## src/rtl/neuron_weight_loader_pkg.sv

```systemverilog
// Shared types for the neuron weight loader: command opcodes,
// FSM state codes and the dout bus slice helper.
package neuron_weight_loader_pkg;

  typedef enum logic [1:0] {
    OP_WRITE = 2'b00,
    OP_READ  = 2'b01,
    OP_INIT  = 2'b10,
    OP_RSVD  = 2'b11
  } op_e;

  localparam logic [2:0] S_IDLE = 3'd0;
  localparam logic [2:0] S_WR   = 3'd1;
  localparam logic [2:0] S_RD0  = 3'd2;
  localparam logic [2:0] S_RD1  = 3'd3;
  localparam logic [2:0] S_INIT = 3'd4;
  localparam logic [2:0] S_RESP = 3'd5;

  function automatic int slice_lo(input int n, input int w);
    return n * w;
  endfunction

endpackage

```

## src/rtl/neuron_weight_loader_if.sv

```systemverilog
// Host command/response channel of the neuron weight loader.
// master: host side (drives cmd_*, rsp_ready); slave: the loader.
interface neuron_weight_loader_if #(
  parameter int WEIGHT_SIZE       = 32,
  parameter int WEIGHT_ADDR_WIDTH = 8,
  parameter int NEURON_SEL_WIDTH  = 2
);
  import neuron_weight_loader_pkg::*;

  logic                         cmd_valid;
  logic                         cmd_ready;
  logic [1:0]                   cmd_op;
  logic [NEURON_SEL_WIDTH-1:0]  cmd_neuron;
  logic [WEIGHT_ADDR_WIDTH-1:0] cmd_addr;
  logic [WEIGHT_SIZE-1:0]       cmd_data;
  logic                         rsp_valid;
  logic                         rsp_ready;
  logic [WEIGHT_SIZE-1:0]       rsp_data;
  logic                         rsp_err;

  modport master (
    output cmd_valid, cmd_op, cmd_neuron,
    output cmd_addr, cmd_data, rsp_ready,
    input  cmd_ready, rsp_valid, rsp_data, rsp_err
  );

  modport slave (
    input  cmd_valid, cmd_op, cmd_neuron,
    input  cmd_addr, cmd_data, rsp_ready,
    output cmd_ready, rsp_valid, rsp_data, rsp_err
  );

endinterface

```

## src/rtl/neuron_weight_loader_weight_dout_mux.sv

```systemverilog
// Combinational select of one neuron's mem_dout slice.
// Ports: bus (all neurons), sel (neuron index), dout (selected word).
module weight_dout_mux
  import neuron_weight_loader_pkg::*;
#(
  parameter int NUM_NEURONS = 4,
  parameter int WEIGHT_SIZE = 32,
  parameter int SEL_WIDTH   = 2
) (
  input  logic [NUM_NEURONS*WEIGHT_SIZE-1:0] bus,
  input  logic [SEL_WIDTH-1:0]               sel,
  output logic [WEIGHT_SIZE-1:0]             dout
);

  always_comb begin
    dout = '0;
    for (int n = 0; n < NUM_NEURONS; n++)
      if (int'(sel) == n)
        dout = bus[slice_lo(n, WEIGHT_SIZE) +: WEIGHT_SIZE];
  end

endmodule

```

## src/rtl/neuron_weight_loader.sv

```systemverilog
// Host-side initiator for the per-neuron weight memories: single
// write, single read and bulk init over a valid/ready channel.
// Ports: mem_clk, rst (async, active-high), host (cmd/rsp channel),
// mem_addr/mem_din/mem_wen (registered broadcast bus), mem_dout_bus.
// NEURON_WEIGHT_LOADER_VERIFY_EN adds readback checking of writes.
module neuron_weight_loader
  import neuron_weight_loader_pkg::*;
#(
  parameter int NUM_NEURONS       = 4,
  parameter int NUM_INPUTS        = 4,
  parameter int WEIGHT_SIZE       = 32,
  parameter int WEIGHT_ADDR_WIDTH = 8,
  parameter int NEURON_SEL_WIDTH  = 2,
  parameter int INIT_WEIGHT       = 1
) (
  input  logic                                mem_clk,
  input  logic                                rst,
  neuron_weight_loader_if.slave               host,
  output logic [WEIGHT_ADDR_WIDTH-1:0]        mem_addr,
  output logic [WEIGHT_SIZE-1:0]              mem_din,
  output logic [NUM_NEURONS-1:0]              mem_wen,
  input  logic [NUM_NEURONS*WEIGHT_SIZE-1:0]  mem_dout_bus
);

  localparam logic [WEIGHT_ADDR_WIDTH-1:0] LAST_ADDR =
    WEIGHT_ADDR_WIDTH'(NUM_INPUTS - 1);
  localparam logic [NEURON_SEL_WIDTH-1:0] LAST_NEU =
    NEURON_SEL_WIDTH'(NUM_NEURONS - 1);

  logic [2:0]                   state;
  op_e                          op;
  logic [NEURON_SEL_WIDTH-1:0]  neu;
  logic [WEIGHT_SIZE-1:0]       rdata;
  logic                         err;
  logic [WEIGHT_SIZE-1:0]       dout;
  logic                         bad;
  logic                         last_addr;
  logic                         last;
  logic [WEIGHT_ADDR_WIDTH-1:0] nxt_addr;
  logic [NEURON_SEL_WIDTH-1:0]  nxt_neu;

  function automatic logic [NUM_NEURONS-1:0] onehot(
    input logic [NEURON_SEL_WIDTH-1:0] s
  );
    return NUM_NEURONS'(1) << s;
  endfunction

  weight_dout_mux #(
    .NUM_NEURONS (NUM_NEURONS),
    .WEIGHT_SIZE (WEIGHT_SIZE),
    .SEL_WIDTH   (NEURON_SEL_WIDTH)
  ) u_mux (
    .bus  (mem_dout_bus),
    .sel  (neu),
    .dout (dout)
  );

  // INIT ignores the neuron/address fields, so only op is checked.
  assign bad = (host.cmd_op == OP_RSVD) ||
               ((host.cmd_op != OP_INIT) &&
                ((int'(host.cmd_neuron) >= NUM_NEURONS) ||
                 (int'(host.cmd_addr) >= NUM_INPUTS)));

  // INIT walk: mem_addr doubles as the inner index, neu as outer.
  assign last_addr = (mem_addr == LAST_ADDR);
  assign last      = last_addr && (neu == LAST_NEU);
  assign nxt_addr  = last_addr ? '0
                   : mem_addr + WEIGHT_ADDR_WIDTH'(1);
  assign nxt_neu   = last_addr ? neu + NEURON_SEL_WIDTH'(1) : neu;

  assign host.cmd_ready = (state == S_IDLE);
  assign host.rsp_valid = (state == S_RESP);
  assign host.rsp_data  = rdata;
  assign host.rsp_err   = err;

  always_ff @(posedge mem_clk or posedge rst) begin
    if (rst) begin
      state    <= S_IDLE;
      op       <= OP_WRITE;
      neu      <= '0;
      mem_addr <= '0;
      mem_din  <= '0;
      mem_wen  <= '0;
      rdata    <= '0;
      err      <= 1'b0;
    end else begin
      unique case (state)
        S_IDLE: if (host.cmd_valid) begin
          op    <= op_e'(host.cmd_op);
          neu   <= host.cmd_neuron;
          rdata <= '0;
          err   <= 1'b0;
          if (bad) begin
            err   <= 1'b1;
            state <= S_RESP;
          end else begin
            case (op_e'(host.cmd_op))
              OP_WRITE: begin
                mem_addr <= host.cmd_addr;
                mem_din  <= host.cmd_data;
                mem_wen  <= onehot(host.cmd_neuron);
                state    <= S_WR;
              end
              OP_READ: begin
                mem_addr <= host.cmd_addr;
                state    <= S_RD0;
              end
              default: begin
                neu      <= '0;
                mem_addr <= '0;
                mem_din  <= WEIGHT_SIZE'(INIT_WEIGHT);
                mem_wen  <= NUM_NEURONS'(1);
                state    <= S_INIT;
              end
            endcase
          end
        end
        S_WR: begin
          mem_wen <= '0;
`ifdef NEURON_WEIGHT_LOADER_VERIFY_EN
          state   <= S_RD0;
`else
          state   <= S_RESP;
`endif
        end
        S_INIT: begin
`ifdef NEURON_WEIGHT_LOADER_VERIFY_EN
          mem_wen <= '0;
          state   <= S_RD0;
`else
          if (last) begin
            mem_wen <= '0;
            state   <= S_RESP;
          end else begin
            mem_addr <= nxt_addr;
            neu      <= nxt_neu;
            mem_wen  <= onehot(nxt_neu);
          end
`endif
        end
        S_RD0: state <= S_RD1;
        S_RD1: begin
`ifdef NEURON_WEIGHT_LOADER_VERIFY_EN
          if (op != OP_READ) begin
            // keep the first mismatching word only
            if ((dout != mem_din) && !err) begin
              err   <= 1'b1;
              rdata <= dout;
            end
            if ((op == OP_INIT) && !last) begin
              mem_addr <= nxt_addr;
              neu      <= nxt_neu;
              mem_wen  <= onehot(nxt_neu);
              state    <= S_INIT;
            end else begin
              state <= S_RESP;
            end
          end else
`endif
          begin
            rdata <= dout;
            state <= S_RESP;
          end
        end
        S_RESP: if (host.rsp_ready) state <= S_IDLE;
        default: state <= S_IDLE;
      endcase
    end
  end

endmodule
```

## src/flat_wrapper.sv

```systemverilog
// flat-port wrapper written by rule: the top's interface ports become plain ports
module neuron_weight_loader_flat import neuron_weight_loader_pkg::*;
#(
  parameter int NUM_NEURONS       = 4,
  parameter int NUM_INPUTS        = 4,
  parameter int WEIGHT_SIZE       = 32,
  parameter int WEIGHT_ADDR_WIDTH = 8,
  parameter int NEURON_SEL_WIDTH  = 2,
  parameter int INIT_WEIGHT       = 1
)
  (mem_clk, rst, mem_addr, mem_din, mem_wen, mem_dout_bus, host_cmd_valid, host_cmd_op, host_cmd_neuron, host_cmd_addr, host_cmd_data, host_rsp_ready, host_cmd_ready, host_rsp_valid, host_rsp_data, host_rsp_err);
  neuron_weight_loader_if #(.WEIGHT_SIZE(WEIGHT_SIZE), .WEIGHT_ADDR_WIDTH(WEIGHT_ADDR_WIDTH), .NEURON_SEL_WIDTH(NEURON_SEL_WIDTH)) host_i ();
  input  logic mem_clk;
  input  logic rst;
  output logic [WEIGHT_ADDR_WIDTH-1:0] mem_addr;
  output logic [WEIGHT_SIZE-1:0] mem_din;
  output logic [NUM_NEURONS-1:0] mem_wen;
  input  logic [NUM_NEURONS*WEIGHT_SIZE-1:0] mem_dout_bus;
  input wire logic [$bits(host_i.cmd_valid)-1:0] host_cmd_valid;
  input wire logic [$bits(host_i.cmd_op)-1:0] host_cmd_op;
  input wire logic [$bits(host_i.cmd_neuron)-1:0] host_cmd_neuron;
  input wire logic [$bits(host_i.cmd_addr)-1:0] host_cmd_addr;
  input wire logic [$bits(host_i.cmd_data)-1:0] host_cmd_data;
  input wire logic [$bits(host_i.rsp_ready)-1:0] host_rsp_ready;
  output wire logic [$bits(host_i.cmd_ready)-1:0] host_cmd_ready;
  output wire logic [$bits(host_i.rsp_valid)-1:0] host_rsp_valid;
  output wire logic [$bits(host_i.rsp_data)-1:0] host_rsp_data;
  output wire logic [$bits(host_i.rsp_err)-1:0] host_rsp_err;
  assign host_i.cmd_valid = host_cmd_valid;
  assign host_i.cmd_op = host_cmd_op;
  assign host_i.cmd_neuron = host_cmd_neuron;
  assign host_i.cmd_addr = host_cmd_addr;
  assign host_i.cmd_data = host_cmd_data;
  assign host_i.rsp_ready = host_rsp_ready;
  assign host_cmd_ready = host_i.cmd_ready;
  assign host_rsp_valid = host_i.rsp_valid;
  assign host_rsp_data = host_i.rsp_data;
  assign host_rsp_err = host_i.rsp_err;
  neuron_weight_loader #(.NUM_NEURONS(NUM_NEURONS), .NUM_INPUTS(NUM_INPUTS), .WEIGHT_SIZE(WEIGHT_SIZE), .WEIGHT_ADDR_WIDTH(WEIGHT_ADDR_WIDTH), .NEURON_SEL_WIDTH(NEURON_SEL_WIDTH), .INIT_WEIGHT(INIT_WEIGHT)) u_core (.mem_clk(mem_clk), .rst(rst), .host(host_i), .mem_addr(mem_addr), .mem_din(mem_din), .mem_wen(mem_wen), .mem_dout_bus(mem_dout_bus));
endmodule
```

## config.mk

```make
export PLATFORM = sky130hd
export DESIGN_NAME = neuron_weight_loader_flat
export DESIGN_NICKNAME = d
export VERILOG_FILES = /design/src/rtl/neuron_weight_loader_pkg.sv /design/src/rtl/neuron_weight_loader_if.sv /design/src/rtl/neuron_weight_loader_weight_dout_mux.sv /design/src/rtl/neuron_weight_loader.sv /design/src/flat_wrapper.sv
export SDC_FILE = /design/constraint.sdc
export NUM_CORES = 1
export LEC_CHECK = 0
export ABC_AREA = 0
export ABC_CLOCK_PERIOD_IN_PS = 2100
export BUFFER_PORTS_ARGS = -buffer_cell sky130_fd_sc_hd__buf_4
export CAP_MARGIN = 30
export CORE_ASPECT_RATIO = 1.4
export CORE_MARGIN = 8
export CORE_UTILIZATION = 41
export CTS_CLUSTER_SIZE = 28
export DETAILED_ROUTE_END_ITERATION = 12
export HOLD_SLACK_MARGIN = 0.02
export PLACE_DENSITY_LB_ADDON = 0.25
export SYNTH_ARGS = -nofsm -noshare
export SYNTH_HDL_FRONTEND = slang
export SYNTH_SLANG_ARGS = --single-unit
```

## constraint.sdc

```tcl
create_clock -name mem_clk -period 2.1 [get_ports mem_clk]
set_input_delay 0.105 -clock mem_clk [delete_from_list [all_inputs] [get_ports mem_clk]]
set_output_delay 0.105 -clock mem_clk [all_outputs]
set_load 0.02 [all_outputs]
```

==> flow_summary.ini <==
[clocking]
cts_root_buffer = clkbuf_16
tritoncts = done
cts.path.max_buffers = 2
h-tree-depth = 3
clkTransAtPathRegs_ns = 0.07
cts_buffers = 9
clock_latency_ns = 0.34
cts.sinks = 82

[placement]
port_buffers = 254
hpwl_microns = 13300
placed_area_sq_um = 6770
finalWeightedCongestion = 1.01

[critical_path]
arrival_ns = 2.13
cpPeakStageDelay_ns = 0.62
worstSetupStartpointType = flip-flop
cp_max_fo = 32
crit_type = reg2reg
cp_num_buf_inv = 1
worst_ep_required_time_ns = 2.32
crit_chain = or4b_1 -> nor2_1 -> o21ai_2 -> buf_4 -> a22o_2
worst_setup_path_end_kind = flip-flop
crit_cells = 5
crit_slowest_cell = or4b_1
cp_top_family = simple AND/OR/NAND/NOR gates
r2r_cells = 5
r2r_end = u_core.mem_din[4]$_DFFE_PP0P_
reg2reg_slack_ns = 0.19
r2r-start = u_core.state[2]$_DFFE_PP0P_

[logic_synthesis]
ys_seq_area_share_pct = 44.2
yosysTopAreaCellShare_pct = 44.2
synth-seq-cells = 82
synthMostInstantiatedCell = dfrtp_1
synthArstFlopShare_pct = 100
ys.flop_type = dfrtp_1
syn_nets = 666
yosys_warnings = 0
avgSynthCellArea_sq_um = 9.58
ys_types = 56
synth_area_sq_um = 4650
netlist_instances = 485
synth-edff-count = 0
synth.area.top_cells = dfrtp_1 (44%), a211o_1 (6.0%), a221oi_1 (6.0%)
yosysTopAreaCell = dfrtp_1
synth_commonest_cells = dfrtp_1 (82), inv_1 (43), a31oi_1 (41)

[detailed_routing]
antenna_left = 0
vias_per_cell = 5.66
drt_pass1_iterations = 4
routedWlPerCell_microns = 19.3
via_count = 5149
wirelength_microns = 17600
drc_errors = 0
drt_iter0_drc = 216

[power_and_ir_drop]
power.total_mw = 7.54
pwr_density_cell_nw_per_um2 = 1010
ir_drop_mv = 0.485
cellLeakagePower_nw = 3.74

[grt]
track_usage_pct = 22.7
grt_pass1_wl_microns = 27700
grt_start_max_net_pins = 65
grt_pass1_vias = 5440
antenna_found_initial = 0
overflow = 0

[layout]
regArea_sq_um = 2050
layout-drive-gt1-share_pct = 43.0
fillers = 913
antenna_cells = 0
fin_util_pct = 66.6
syn2layout_area_growth_pct = 60.0
layout.nets = 941
multiInputGateArea_sq_um = 2230
final_cell_area_sq_um = 7430

[timing]
drv_slew = 0
setup_viol = 0
rsz0062_at_grt = no
period_needed_ns = 1.91
setup_tns_ns = 0
slew-limit-headroom_pct = 68.0
hold_violations = 0
worst_pin_slew_ns = 0.478
max_freq_mhz = 523
period_share_pct = 91.1
whs_ns = 0.0339
skew_ns = 0.0124

[worst_hold_path]
min_path_cells = 3
hold_path_class = in2reg
hp-start = mem_dout_bus[123]
min_to = u_core.host.rsp_data[27]$_DFFE_PP0P_

[die]
start_util_pct = 41.6
die_area_sq_um = 15000
core-area_sq_um = 11200
dieWidth_microns = 106
rows = 46
ios = 255
die_y_microns = 142

[outcome]
outcome = finished clean

[job]
drv_cap = 0
[placed cells by master (no fill, tap or decap), types with 5 or more instances in the layout]
| cell | instances |
|---|---|
| nor3_1 | 5 |
| a221oi_1 | 32 |
| a21oi_1 | 40 |
| nor2_1 | 9 |
| a211oi_1 | 6 |
| a22o_2 | 20 |
| inv_1 | 42 |
| buf_12 | 5 |
| a31oi_1 | 41 |
| nand2_1 | 36 |
| dlygate4sd3_1 | 32 |
| dfrtp_1 | 82 |
| clkbuf_16 | 9 |
| buf_4 | 273 |
| a2bb2oi_1 | 5 |
| a211o_1 | 32 |
| a22o_1 | 12 |
| o21ai_0 | 12 |
[worst min-delay path, delay by kind of cell]
kind / cells / cell delay [ns]
AO/OA/AOI/OAI: 1 / 0.07
AND/OR/NAND/NOR: 1 / 0.05
buffers and inverters: 1 / 0.11
[area by class of cell]
cell class | instances | share of cell area, %
Clock buffer | 11 | 3.40
Clock inverter | 5 | 1.14
Tap cell | 144 | 2.42
Sequential cell | 82 | 27.6
Inverter | 43 | 2.22
Timing Repair Buffer | 310 | 33.2
Multi-Input combinational cell | 314 | 30.0
[where the power goes]
| part | switching (mW) | leakage [nW] | internal [mW] |
|---|---|---|---|
| Combinational | 2.08 | 2.47 | 1.77 |
| Sequential | 0.189 | 1.11 | 1.75 |
| Clock | 0.637 | 0.162 | 1.11 |
| Total | 2.91 | 3.74 | 4.63 |
[repair_timing]
action | 4_1_cts | 5_1_grt
hold buffers | 31 | 1
setup endpoints to repair | 0 | 6
buffers inserted | 0 | 0
resized for setup | 0 | 2
hold endpoints to repair | 49 | 1
[routing by layer]
layer  global-route usage (%)  wire [microns]  up-vias
met4                     7.81             379        0
met1                     24.9            6660     2456
met2                     38.4            8710      260
li1                         -               -     2406
met3                     9.79            1830       27
met5                        0               0        -
[stage by stage]
stage	worst slack, ns	cells
final	0.187	909
after global routing	0.0499	909
after CTS	0.0723	908
after detailed placement	0.0786	861
after global placement	0.239	861
after floorplan	0.0217	485
[flip-flops by register name, indices dropped and copies added, names as in the netlist]
register / count
u_core.mem_wen: 4
u_core.state: 3
u_core.host.rsp_data: 32
u_core.mem_addr: 8
u_core.host.rsp_err: 1
u_core.mem_din: 32
u_core.neu: 2
[worst max path at each step]
stage	slack [ns]	to	startpoint
global route	0.05	u_core.host.rsp_data[8]$_DFFE_PP0P_	u_core.neu[1]$_DFFE_PP0P_
global placement	0.24	u_core.mem_addr[1]$_DFFE_PP0P_	u_core.state[2]$_DFFE_PP0P_
CTS	0.07	u_core.mem_addr[5]$_DFFE_PP0P_	u_core.mem_addr[1]$_DFFE_PP0P_
detailed placement	0.08	u_core.mem_addr[5]$_DFFE_PP0P_	u_core.mem_addr[1]$_DFFE_PP0P_
floorplan	0.02	u_core.mem_addr[1]$_DFFE_PP0P_	u_core.mem_addr[1]$_DFFE_PP0P_
finish	0.19	u_core.mem_din[4]$_DFFE_PP0P_	u_core.state[2]$_DFFE_PP0P_
[logic make-up after synthesis]
kind of cell | synth area share (%)
xor+xnor | 0.189
compound gates | 35.8
flops | 44.2
simple gates | 9.72
fa+ha+maj | 1.35
mux | 0.458
buf+inv | 8.29
Power figures use the tool's default switching activity.
